`config.mk`:
```
export PLATFORM = sky130hd
export DESIGN_NAME = alu_regfile_flags
export DESIGN_NICKNAME = d
export VERILOG_FILES = /design/src/rtl/alu_regfile_flags.sv
export SDC_FILE = /design/constraint.sdc
export NUM_CORES = 1
export LEC_CHECK = 0
export ABC_AREA = 0
export CORE_UTILIZATION = 45
export DETAILED_ROUTE_END_ITERATION = 10
export PLACE_DENSITY = 0.75
export SETUP_SLACK_MARGIN = 0.05
export SKIP_CTS_REPAIR_TIMING = 1
export SYNTH_ARGS = -nofsm -noshare
export SYNTH_HDL_FRONTEND = slang
export SYNTH_SLANG_ARGS = --single-unit
```
`constraint.sdc`:
```
create_clock -name clk -period 1.6 [get_ports clk]
set_input_delay 0.32 -clock clk [delete_from_list [all_inputs] [get_ports clk]]
set_output_delay 0.32 -clock clk [all_outputs]
set_load 0.02 [all_outputs]
```
`src/rtl/alu_regfile_flags.sv`:
```
// alu_regfile_flags: general register file plus {N,Z,C,V} status-flag register.
// Two asynchronous read ports supply ALU operands, one synchronous write port
// absorbs the ALU result, and a 3-bit branch condition is decoded from the flags.
// Optional feature macro: ALU_REGFILE_FWD_EN enables write-through bypass on the
// read ports, and evaluates take on the incoming flags while flag_we is high.
module alu_regfile_flags #(
  parameter int unsigned DATA_W = 8,
  parameter int unsigned NREG   = 4,
  parameter int unsigned ADDR_W = 2
) (
  input  logic              clk,
  input  logic              reset_n,
  input  logic [ADDR_W-1:0] ra_addr,
  input  logic [ADDR_W-1:0] rb_addr,
  output logic [DATA_W-1:0] ra_data,
  output logic [DATA_W-1:0] rb_data,
  input  logic              wr_en,
  input  logic [ADDR_W-1:0] wr_addr,
  input  logic [DATA_W-1:0] wr_data,
  input  logic              flag_we,
  input  logic              carry_in,
  input  logic              ovf_in,
  input  logic              neg_in,
  input  logic              zero_in,
  output logic [3:0]        flags,
  input  logic [2:0]        cond,
  output logic              take
);

  logic [DATA_W-1:0] regs [NREG];
  logic [3:0]        flags_q;
  logic [3:0]        flags_eval;

  // Register file: async clear of every entry, single write port
  always_ff @(posedge clk or negedge reset_n) begin
    if (!reset_n) begin
      for (int unsigned i = 0; i < NREG; i++) begin
        regs[i] <= '0;
      end
    end else if (wr_en) begin
      regs[wr_addr] <= wr_data;
    end
  end

  // Flag register, packed {N,Z,C,V}
  always_ff @(posedge clk or negedge reset_n) begin
    if (!reset_n) begin
      flags_q <= '0;
    end else if (flag_we) begin
      flags_q <= {neg_in, zero_in, carry_in, ovf_in};
    end
  end

  assign flags = flags_q;

`ifdef ALU_REGFILE_FWD_EN
  // Read ports with write-through bypass on an address match
  always_comb begin
    ra_data = regs[ra_addr];
    rb_data = regs[rb_addr];
    if (wr_en && (wr_addr == ra_addr)) ra_data = wr_data;
    if (wr_en && (wr_addr == rb_addr)) rb_data = wr_data;
  end

  // Condition source: incoming flags while they are being latched
  always_comb begin
    flags_eval = flags_q;
    if (flag_we) flags_eval = {neg_in, zero_in, carry_in, ovf_in};
  end
`else
  // Read ports: registered state only, same-cycle writes not visible
  always_comb begin
    ra_data = regs[ra_addr];
    rb_data = regs[rb_addr];
  end

  // Condition source: registered flags only
  always_comb begin
    flags_eval = flags_q;
  end
`endif

  // Branch condition decode against {N,Z,C,V}
  always_comb begin
    take = 1'b0;
    case (cond)
      3'b000:  take = 1'b1;
      3'b001:  take = flags_eval[2];
      3'b010:  take = ~flags_eval[2];
      3'b011:  take = flags_eval[1];
      3'b100:  take = ~flags_eval[1];
      3'b101:  take = flags_eval[3];
      3'b110:  take = flags_eval[0];
      default: take = 1'b0;
    endcase
  end

endmodule
```
# Word-level counts from Yosys, hierarchy flattened
# Index checks and enable logic that the tools add are counted.
dict set report op_classes {
  order_cmp 4
  eq_ne 6
  n_mux 10
  bitwise 5
  reduce_logical 2
}
# cell count
set ops {}
lappend ops {{2-to-1 mux 8 bit} 5}
lappend ops {{binary-select mux 8 bit (select 2 bit)} 2}
lappend ops {{bitwise mux 32 bit} 1}
lappend ops {{demux 8 bit (select 2 bit)} 1}
lappend ops {{equality test 3 bit (second input constant)} 3}
lappend ops {{greater-or-equal comparator 3 bit (second input constant)} 3}
lappend ops {{inverter 2 -> 3 bit} 3}
lappend ops {{case mux 1 bit (7 select lines)} 1}
lappend ops {{equality test 3 x 2 -> 1 bit (second input constant)} 2}
lappend ops {{equality test 3 x 1 -> 1 bit (second input constant)} 1}
lappend ops {{logical NOT 3 bit} 1}
lappend ops {{< comparator 3 x 1 -> 1 bit (second input constant)} 1}
lappend ops {{inverter 1 bit} 2}
lappend ops {{logical AND 1 bit} 1}
dict set report totals {
  regBits 36
  inputBits 25
  output_inout_bits 21
  word_cells 32
}

# Logic depth before layout (Yosys ltp)
dict set report logic_depth {
  depth_word 6
  ltp_mapped 3
  ltp_nobuf 3
}

# Worst setup path after synthesis
# No wires, ideal clock.
dict set report synth_path {
  path_type {input-to-output}
  startpoint {in ra_addr[0]}
  endpoint {out ra_data[0]}
  arrival_time_ps 1148
  t_required_ps 1280
  path_slack_ps 132
  cell_stages 2
  path_buffers 1
  cell_sequence {buf_2 -> mux4_2}
}
dict set report synth_between {
  elab_chain_len 4
}
# element line_no
set synth_lines {}
lappend synth_lines {{start: declaration} 13} ;# input logic [ADDR_W-1:0] ra_addr,
lappend synth_lines {{inverter 2 -> 3 bit (not written as such)} 73} ;# ra_data = regs[ra_addr];
lappend synth_lines {{binary-select mux 8 bit (select 2 bit)} 73}
lappend synth_lines {{2-to-1 mux 8 bit (not written as such) (2 in a row)} 73}
lappend synth_lines {{end: declaration} 15} ;# output logic [DATA_W-1:0] ra_data,
# Every way passes these cells. The select of a mux whose other input is x is not followed.

# Final worst setup path
dict set report layout_path {
  startpoint {reg regs[7] in the netlist's numbering}
  endpoint {out ra_data[7]}
}
dict set report layout_between {
  elab_chain_len 3
}
# element line_no
set layout_lines {}
lappend layout_lines {{start: declaration} 30} ;# logic [DATA_W-1:0] regs [NREG];
lappend layout_lines {{start signal: indexed assignment} 41} ;# regs[wr_addr] <= wr_data;
lappend layout_lines {{binary-select mux 8 bit (select 2 bit)} 73}
lappend layout_lines {{2-to-1 mux 8 bit (not written as such) (2 in a row)} 73}
# Every way passes these cells. The select of a mux whose other input is x is not followed.

==> results.toml <==
[clocking]
htree_levels = 2
clock-sinks = 36
clk_pin_slew_ps = 70
cts-root-buf = "clkbuf_8"
cts_made_buffers = 5
worstSkewPairLatency_ps = 270
cts_tree = "done"
clk_path_buf_depth = 2

[cells_and_area]
drive_gt1_share_pct = 57.0
fin_area_um2 = 2600
utilization_pct = 69.4
final_nets = 190
area_growth_pct = 45.4
instances_no_fill = 213
antenna_cells = 0

[timing]
min_period_ps = 1650
hold_violations = 0
worst_pin_slew_ps = 286
maxSlewViolCount = 0
setup_ws_ps = -54.9
rsz0062_at_grt = "yes"
slew-limit-headroom_pct = 80.9
fin_crit_sh_pct = 103
fin_skew_ps = 0
setup_viol = 17
max_freq_mhz = 604

[drt]
initialDrtViolationCount = 57
drt-total-wl_um = 3920
routedWlPerCell_um = 18.4
vias = 1156
drc = 0
ant_nets = 0
firstDrtPassIters = 4
vias_per_cell = 5.43

[outcome]
violations = "negative setup slack"
status = "finished with violations"

[worst_setup_path]
cp.required_ps = 1280
path_max_fanout = 3
worstPathCellList = "mux4_2 -> buf_6"
crit_arrival_ps = 1330
cpLargestDelayFamily = "multiplexers"
critPathBufInv = 1
r2r_slack_ps = 700
crit_type = "flop to output pin"
slowest_delay_ps = 500
cp_slowest_cell = "mux4_2"
critPathLaunchType = "flop"
critPathCaptureType = "output pin"

[floorplan]
core_area_um2 = 3740
dieArea_um2 = 4230
start_util_pct = 47.7
num_rows = 22
fp.dieW_um = 65.0
die_h_um = 65.0
boundaryPins = 46

[power]
power-per-cell-area_nw_per_um2 = 1090
p_sw_uw = 785
p_int_mw = 2.05
p_sw_share_pct = 27.7
combPwrFrac_pct = 33.9
peakVddDrop_uv = 767
p_clk_share_pct = 24.1
power_mw = 2.83
seqPwrFrac_pct = 42.0
leakage_nw = 1.16

[global_route]
antenna_found_initial = 0
track_usage_pct = 21.7
grt_pass1_vias = 1296
grt_pass1_wl_um = 6450
grt.overflow.total = 0
grt_max_degree = 37

[run]
cap_viol_max_count = 0

[logic_synthesis]
synth-warning-count = 0
synth.area.top_cells = "dfrtp_1 50%, mux2_2 23%, mux4_2 20%, nand3b_2 1.3%, nor3b_4 1.1%"
yosys.area.top_type = "dfrtp_1"
synth_commonest_cells = "36 x dfrtp_1, 36 x mux2_2, 16 x mux4_2"
ys_seq_area_share_pct = 50.4
synth_top_area_share_pct = 50.4
synth_async_sr_flop_share_pct = 100
mappedNetlistArea_um2 = 1790
ys.flop_type = "dfrtp_1"
ys_seq_elements = 36
ys_types = 15
synth_cells = 103
syn-mean-instance-area_um2 = 17.3
synth-edff-count = 0
syn-num-nets = 128

[placed_design]
dp_hpwl_um = 2890
dp.cells = 203
numPortBuffers = 45
place.gp.congestion = 0.738
pre_cts_ws_ps = -775
placed_cell_area_um2 = 2440

[hold_path]
worstHoldPathType = "input pin to asynchronous set/reset pin"
==> registers in the layout (all words and copies together) (netlist names) <==
| signal | flops |
|---|---|
| flags | 4 |
| regs | 32 |
==> metrics by stage <==
stage	hold slack [ps]	setup TNS (ps)
finish	416	-401
global route	436	-1160
CTS	426	-13060
detailed placement	514	-17120
global placement	500	-16150
floorplan	24.4	0
==> layout by cell type (no fill, tap or decap) <==
cell | netlist | routed
clkdlybuf4s50_1 | 0 | 18
nor3b_4 | 1 | 1
nand3_2 | 1 | 1
clkbuf_8 | 0 | 7
o22ai_1 | 1 | 1
nor2b_1 | 1 | 1
buf_12 | 0 | 6
dfrtp_1 | 36 | 36
nand3b_2 | 2 | 2
mux4_2 | 16 | 16
buf_6 | 0 | 16
nand3b_1 | 1 | 1
o22a_1 | 1 | 1
a311oi_1 | 1 | 1
nand2_1 | 1 | 1
dlymetal6s2s_1 | 0 | 10
o211a_1 | 1 | 1
buf_4 | 0 | 9
mux2_2 | 36 | 36
==> layout make-up <==
type / instances / area, µm²
clock buffers: 7 / 96.3
flip-flops and latches: 36 / 901
multi-input cells: 63 / 868
well taps: 48 / 60.1
repair buffers: 59 / 673
fillers: 271 / 1140
==> worst paths after layout <==
kind,from,end,cells past startpoint
setup / recovery,regs[7],ra_data[7],2
hold / removal,reset_n,regs[31],2
setup reg to reg,regs[25],regs[25],2
hold reg to reg,regs[3],regs[3],1
max in group asynchronous,reset_n,regs[29],2
min in group clk,regs[3],regs[3],1
==> power groups by stage <==
stage	logic, mW	clock network (mW)	registers [mW]
4_1_cts	0.918	0.701	1.19
2_1_floorplan	0.499	0	1.18
3_3_place_gp	0.894	0	1.19
6_report	0.960	0.682	1.19
3_5_place_dp	0.913	0	1.21
5_1_grt	1.02	0.741	1.21
==> cell families after synthesis <==
| family | synth area share, % |
|---|---|
| AND/OR/NAND/NOR | 3.85 |
| flip-flops | 50.4 |
| AO/OA/AOI/OAI | 1.89 |
| multiplexers | 42.9 |
| buffers and inverters | 0.981 |
==> per-layer routing <==
metal	share of wire [%]	global-route usage, %	wire length, µm	vias to the layer above
met5	0	0	0	-
met4	0.69	8.42	27	0
met3	3.0	5.46	118	2
met2	56	37.8	2200	20
met1	40	25.5	1570	602
li1	-	-	-	532
==> worst reg2reg max path: stages (launching register included) <==
cell     delay [ps]
dfrtp_1         400
buf_4           130
mux2_2          250
(Power assumes the default switching activity.)
